===== config.mk =====
export PLATFORM = sky130hd
export DESIGN_NAME = de2_key_reset
export DESIGN_NICKNAME = d
export VERILOG_FILES = /design/src/rtl/de2_pkg.sv /design/src/rtl/de2_key_debounce.sv /design/src/rtl/de2_key_reset.sv
export SDC_FILE = /design/constraint.sdc
export NUM_CORES = 1
export LEC_CHECK = 0
export BUFFER_PORTS_ARGS = -buffer_cell sky130_fd_sc_hd__buf_2
export CORE_MARGIN = 2
export CORE_UTILIZATION = 40
export CTS_CLUSTER_SIZE = 24
export DETAILED_ROUTE_END_ITERATION = 8
export PLACE_DENSITY = 0.67
export SLEW_MARGIN = 20
export SYNTH_ARGS = -nofsm -noshare
export SYNTH_HDL_FRONTEND = slang
export SYNTH_HIERARCHICAL = 1
export SYNTH_SLANG_ARGS = --single-unit

===== constraint.sdc =====
create_clock -name clk -period 4 [get_ports clk]
set_input_delay 0.2 -clock clk [delete_from_list [all_inputs] [get_ports clk]]
set_output_delay 0.2 -clock clk [all_outputs]
set_load 0.05 [all_outputs]

===== src/rtl/de2_pkg.sv =====
// de2_pkg: shared constants, reset FSM state type and width helper
// for the DE2 key conditioning block.
package de2_pkg;

  localparam int DE2_NKEY        = 4;
  localparam int DE2_CLK_HZ      = 50_000_000;
  localparam int DE2_DEBOUNCE_MS = 20;

  localparam int DE2_DEBOUNCE_CYCLES =
    DE2_CLK_HZ / 1000 * DE2_DEBOUNCE_MS;
  localparam int DE2_RST_HOLD_CYCLES = 16;

  typedef enum logic {
    HOLD,
    RUN
  } de2_rst_state_t;

  function automatic int de2_cnt_w(input int n);
    return (n > 1) ? $clog2(n) : 1;
  endfunction

endpackage


===== src/rtl/de2_key_debounce.sv =====
// de2_key_debounce: 2-FF synchronizer plus stability counter for one
// active-low key; stable is the accepted active-high state.
module de2_key_debounce
  import de2_pkg::*;
#(
  parameter int DEBOUNCE_CYCLES = DE2_DEBOUNCE_CYCLES
) (
  input  logic clk,
  input  logic rst_n,
  input  logic key_raw,
  output logic stable
);

  localparam int CW = de2_cnt_w(DEBOUNCE_CYCLES);
  localparam logic [CW-1:0] CNT_MAX = CW'(DEBOUNCE_CYCLES - 1);

  logic          s1;
  logic          s2;
  logic          pressed_sync;
  logic [CW-1:0] cnt;

  always_ff @(posedge clk or negedge rst_n) begin
    if (!rst_n) begin
      s1 <= 1'b1;
      s2 <= 1'b1;
    end else begin
      s1 <= key_raw;
      s2 <= s1;
    end
  end

  assign pressed_sync = ~s2;

  // Any return to agreement restarts the count.
  always_ff @(posedge clk or negedge rst_n) begin
    if (!rst_n) begin
      stable <= 1'b0;
      cnt    <= '0;
    end else if (pressed_sync == stable) begin
      cnt <= '0;
    end else if (cnt == CNT_MAX) begin
      stable <= ~stable;
      cnt    <= '0;
    end else begin
      cnt <= cnt + 1'b1;
    end
  end

endmodule


===== src/rtl/de2_key_reset.sv =====
// de2_key_reset: debounced DE2 keys, press/release events (DE2_KEY_EVENT_EN)
// and a stretched active-high SoC reset driven by KEY[0].
module de2_key_reset
  import de2_pkg::*;
#(
  parameter int NKEY            = DE2_NKEY,
  parameter int DEBOUNCE_CYCLES = DE2_DEBOUNCE_CYCLES,
  parameter int RST_HOLD_CYCLES = DE2_RST_HOLD_CYCLES
) (
  input  logic            clk,
  input  logic            rst_n,
  input  logic [NKEY-1:0] key_in,
  output logic [NKEY-1:0] key_level,
  output logic [NKEY-1:0] key_press,
  output logic [NKEY-1:0] key_release,
  output logic            soc_rst
);

  localparam int HW = de2_cnt_w(RST_HOLD_CYCLES);
  localparam logic [HW-1:0] HOLD_MAX = HW'(RST_HOLD_CYCLES - 1);

  for (genvar g = 0; g < NKEY; g++) begin : g_key
    de2_key_debounce #(
      .DEBOUNCE_CYCLES(DEBOUNCE_CYCLES)
    ) u_deb (
      .clk    (clk),
      .rst_n  (rst_n),
      .key_raw(key_in[g]),
      .stable (key_level[g])
    );
  end

`ifdef DE2_KEY_EVENT_EN
  logic [NKEY-1:0] level_q;

  always_ff @(posedge clk or negedge rst_n) begin
    if (!rst_n) begin
      level_q     <= '0;
      key_press   <= '0;
      key_release <= '0;
    end else begin
      level_q     <= key_level;
      key_press   <= key_level & ~level_q;
      key_release <= ~key_level & level_q;
    end
  end
`else
  assign key_press   = '0;
  assign key_release = '0;
`endif

  de2_rst_state_t state;
  de2_rst_state_t state_n;
  logic [HW-1:0]  hold_cnt;
  logic [HW-1:0]  hold_cnt_n;

  always_ff @(posedge clk or negedge rst_n) begin
    if (!rst_n) begin
      state    <= HOLD;
      hold_cnt <= '0;
    end else begin
      state    <= state_n;
      hold_cnt <= hold_cnt_n;
    end
  end

  // A held KEY[0] pins the stretch counter at zero.
  always_comb begin
    state_n    = state;
    hold_cnt_n = hold_cnt;
    unique case (state)
      HOLD: begin
        if (key_level[0]) begin
          hold_cnt_n = '0;
        end else if (hold_cnt == HOLD_MAX) begin
          state_n    = RUN;
          hold_cnt_n = '0;
        end else begin
          hold_cnt_n = hold_cnt + 1'b1;
        end
      end
      RUN: begin
        if (key_level[0]) begin
          state_n    = HOLD;
          hold_cnt_n = '0;
        end
      end
    endcase
  end

  assign soc_rst = (state == HOLD);

endmodule


== Word-level counts from Yosys, hierarchy flattened ==
Index checks and enable logic that the tools add are counted.

* Bits in registers: 97
* Latch bits: 0
* Bits in writable memories: 0
* Memory bits (read-only): 0
* Input port bits: 6
* Output and inout port bits: 13
* Logic and storage cells: 66
* Memories: 0

* $add $sub $neg: 5
* $mul: 0
* Divide/modulo/power cells: 0
* Magnitude comparators: 0
* Equal/unequal tests: 10
* Shift-type cells: 0
* Mux-type cells: 16
* Bitwise gates (word level): 13
* Reduce and logical (&&, ||, !) cells: 4

{| class="wikitable"
|+ Operators by type and width
! cell !! number
|-
| 2-to-1 mux 20 bit || 8
|-
| adder 20 x 1 -> 20 bit (second input constant) || 4
|-
| == test 20 bit (second input constant) || 4
|-
| inverter 1 bit || 13
|-
| 2-to-1 mux 4 bit || 3
|-
| case mux 4 bit (2 select lines) || 1
|-
| AND reduction 2 bit || 4
|-
| adder 4 x 1 -> 4 bit (second input constant) || 1
|-
| == test 1 bit || 4
|-
| == test 4 bit (second input constant) || 1
|-
| 2-to-1 mux 1 bit || 3
|-
| != test 2 x 1 -> 1 bit (second input constant) || 1
|-
| case mux 1 bit (2 select lines) || 1
|}

== Logic depth before layout (Yosys ltp) ==
* Depth after elaboration: 4
* Mapped depth: 7
* Depth with buffers taken out: 5

== Modules after synthesis ==
The synthesis kept the hierarchy.

{| class="wikitable"
|+ By module, submodules not included
! module !! times used !! cells an instance !! area an instance (um^2) !! seq. area each (um^2)
|-
| de2_key_debounce || 4 || 109 || 1103.6 || 578.1
|-
| de2_key_reset || 1 || 30 || 304.0 || 125.1
|}

== Least setup slack after synthesis ==
OpenSTA, ideal clock, no wires.

* Path type: reg2reg
* From: register g_key[0].u_deb.cnt[12]
* To: register g_key[0].u_deb.cnt[10]
* Library setup time: 0.119 ns
* Arrival: 1.877 ns
* Required time: 3.881 ns
* Path slack: 2.004 ns
* Stages on the path, launching flop included: 6
* Buffers on the path: 1
* Clock period less this slack: 1.996 ns
* Cell sequence: dfrtp_1 > or4_1 > or4_4 > o21ai_4 > buf_6 > nor2_1

* Longest elaborated chain between the ends: 3

{| class="wikitable"
|+ Ends and longest elaborated chain
! element !! RTL line !! text
|-
| start: declaration || de2_key_debounce.sv:20 || <nowiki>logic [CW-1:0] cnt;</nowiki>
|-
| start signal: assignment || de2_key_debounce.sv:45 || <nowiki>cnt <= cnt + 1'b1;</nowiki>
|-
| == test 20 bit || de2_key_debounce.sv:41 || <nowiki>end else if (cnt == CNT_MAX) begin</nowiki>
|-
| 2-to-1 mux 20 bit || de2_key_debounce.sv:41 ||
|-
| 2-to-1 mux 20 bit || de2_key_debounce.sv:39 || <nowiki>end else if (pressed_sync == stable) begin</nowiki>
|}

No other way between the ends.
A chain may end at the register's enable or synchronous reset.

== Final worst setup path ==
* From: register g_key[1].u_deb.cnt[12]
* To: register g_key[1].u_deb.cnt[12]

* Longest elaborated chain between the ends: 3
* Elaborated cells between the ends (all ways): 4
* Classes of those cells: 1 x add/sub; 1 x eq/ne; 2 x mux

{| class="wikitable"
|+ Ends and longest elaborated chain
! element !! RTL line
|-
| start: declaration || de2_key_debounce.sv:20
|-
| start signal: assignment || de2_key_debounce.sv:45
|-
| adder 20 x 1 -> 20 bit or == test 20 bit (tied branches) || de2_key_debounce.sv:45, de2_key_debounce.sv:41
|-
| 2-to-1 mux 20 bit (*) || de2_key_debounce.sv:41
|-
| 2-to-1 mux 20 bit (*) || de2_key_debounce.sv:39
|}

Mark *: on every way between the ends. The rest lies on a longest branch, timed or not.

==> metrics.cfg <==
[die]
dieArea_mm2=0.0127
die_h_um=113
initial_core_util=0.411
ioPinCount=19
die_width_um=113
fp-row-count=39
core_area_mm2=0.0115

[synth]
post_synth_and_or_nand_nor_area_fraction=0.241
synth_seq_area_share=0.517
muxShareOfSynthArea=0.00424
synth_flop_cell=dfrtp_1
synth_area_mm2=0.00472
post-synth-top-count-cell=dfrtp_1
synth-compound-area-share=0.0578
synth-xor-area-share=0.121
ys_types=36
synth.avg_cell_area_um2=10.1
synth_top_area_frac=0.472
synthTopCellsByArea=dfrtp_1 (47%), xnor2_1 (8.4%), nor2_1 (6.7%)
synth_seq_cells=97
synth_warnings=6
synth_top_family_by_area=simple AND/OR/NAND/NOR gates
synth.top_cells.by_count=dfrtp_1 (89), nor2_1 (84), xnor2_1 (45)
synthArstFlopShare=1.00
synthAdderAreaFrac=0.0133
synth_top_cell_by_area=dfrtp_1
synthCells=466
synth_edf_count=0

[final_layout]
fin_util=0.456
areaGrowthSynthToFinish_pct=10.9
num_antenna_cells=0
drive_gt1_frac=0.112
nNetsFinal=495

[worst_setup_path]
crit_buf_inv=0
cp_data_required_time_ns=4.21
cp_max_fo=19
path_depth=4
reg2reg_depth=4
reg2reg_from=g_key[1].u_deb/cnt[12]
cp.arrival_ns=2.43
rrSetupSlack_ns=1.78
criticalPathCategory=flop to flop
path_cells=or4_1 > or4_4 > o21ai_4 > nor2_1
rr_endpoint=g_key[1].u_deb/cnt[12]
worst_setup_path_end_kind=flop
cpPeakStageDelay_ns=0.56
worst_setup_path_start_kind=flop
cp_top_family=simple AND/OR/NAND/NOR gates
cp_slowest_cell=or4_1

[power_and_ir_drop]
cellLeakagePower_nw=2.06
p_total_w=0.00201
power.density_mw_per_mm2=383
vdd_drop_max_uv=254

[run]
maxCapViolCount=0

[sta]
rsz0062_at_grt=no
drv_slew=0
skew_ns=0.00298
setup_violations=0
finalWorstSetupSlack_ns=1.78
holdWs_ns=0.357
hold_viol_final=0
fmax_mhz=450
tightest_slew_ns=0.803
min_period_ns=2.22
fin_crit_sh=0.556
fin_setup_tns_ns=0
slew-limit-headroom=0.465

[min_path]
min_path_type=flop to flop
min_path_cells=0
min-delay-start=g_key[2].u_deb/s1
worstHoldEndpoint=g_key[2].u_deb/s2

[clocking]
cts_buffers=9
cts_tree=yes
root_buffer=clkbuf_16
cts_resized=0
clock_sinks=97
cts.htree.levels=3
clkLatencyLatePin_ns=0.34
clkSlewWorstSetupHoldPaths_ns=0.07
cts_buffer_depth=2

[drt]
drt-initial-drc-count=220
routed_wirelength_um=8210
drc=0
drt-wirelength-per-cell_um=13.0
final_antenna_net_count=0
vias_per_cell=5.27
dr_total_vias=3331
firstDrtPassIters=4

[placement]
portBuffers=10
dp_hpwl_um=5360
place.gp.congestion=0.731
dp_slack_ns=1.79

[grt]
grt-ovfl-total=0
grt_pass1_vias=3286
grt_start_max_net_pins=66
grtUsageTotal=0.142
grt_pass1_wl_um=14800
antenna_found_initial=0

[status]
status=finished clean

-- worst max path at each step --
stage	start	end	slack [ns]
2_1_floorplan	g_key[0].u_deb/cnt[12]	g_key[0].u_deb/cnt[10]	2.00
3_3_place_gp	g_key[0].u_deb/cnt[12]	g_key[0].u_deb/cnt[9]	1.83
3_5_place_dp	g_key[1].u_deb/cnt[12]	g_key[1].u_deb/cnt[5]	1.79
4_1_cts	g_key[1].u_deb/cnt[12]	g_key[1].u_deb/cnt[12]	1.76
5_1_grt	g_key[1].u_deb/cnt[12]	g_key[1].u_deb/cnt[12]	1.67
6_report	g_key[1].u_deb/cnt[12]	g_key[1].u_deb/cnt[12]	1.78
-- worst register-to-register path: cells and delay by family (launching register included) --
| family | cells | cell delay [ns] |
|---|---|---|
| AO/OA/AOI/OAI | 1 | 0.43 |
| flip-flops | 1 | 0.45 |
| AND/OR/NAND/NOR | 3 | 1.21 |
-- cell families (layout without fill, tap and decap cells) --
logic type / count (synthesis) / count (layout)
AO/OA/AOI/OAI: 35 / 35
AND/OR/NAND/NOR: 220 / 220
XOR/XNOR: 65 / 65
adder cells (fa/ha/maj): 5 / 5
other: 1 / 8
multiplexers: 2 / 2
flip-flops: 97 / 97
buffers and inverters: 41 / 57
-- registers in the layout, indices dropped and copies added, names as in the netlist --
| name | count |
|---|---|
| g_key.u_deb/cnt | 80 |
| g_key.u_deb/s1 | 4 |
| g_key.u_deb/s2 | 4 |
| g_key.u_deb/stable | 4 |
| state | 1 |
| hold_cnt | 4 |
-- placed cells by master (no fill, tap or decap), types with 5 or more instances in the layout --
master / netlist / final
nand3_1: 20 / 20
dfrtp_1: 89 / 89
inv_1: 24 / 24
xor2_1: 20 / 20
dlygate4sd3_1: 0 / 5
o21ai_0: 8 / 8
dfstp_2: 8 / 8
ha_1: 5 / 5
conb_1: 1 / 8
buf_2: 0 / 9
a21oi_1: 9 / 9
nand2_1: 17 / 17
nor2_1: 84 / 84
clkbuf_16: 0 / 9
xnor2_1: 45 / 45
or4_1: 8 / 8
nor3_1: 21 / 21
nor4_1: 16 / 16
nand4_1: 24 / 24
-- where the power goes --
part           switching [W]  internal, W
sequential         0.0000129     0.000998
combinational      0.0000571    0.0000183
clock               0.000373     0.000548
-- stage by stage --
| step | instances | area (um2) |
|---|---|---|
| global placement | 611 | 4860 |
| floorplan | 473 | 4740 |
| CTS | 632 | 5230 |
| finish | 632 | 5230 |
| detailed placement | 611 | 4860 |
| global route | 632 | 5230 |
-- area by class of cell --
class	instances	area, um2
tap	143	179
sequential	97	2440
clock buffer	9	225
fill	1058	6230
inverter	25	93.8
timing repair buffer	16	110
multi-input combinational	335	2090
clock inverter	7	93.8
-- layer usage --
layer  part of all wire  up-vias  wire length, um  GRT usage
li1                   -     1639                -          -
met1               0.47     1626             3860      0.187
met2               0.48       55             3930      0.228
met3              0.037       11              306     0.0432
met4              0.014        0              112     0.0415
met5                  0        -                0          0
-- repair_timing --
item,CTS,global route
setup buffers,0,0
endpoints found under the hold margin,60,0
hold buffers,5,0
Power figures use the tool's default switching activity.
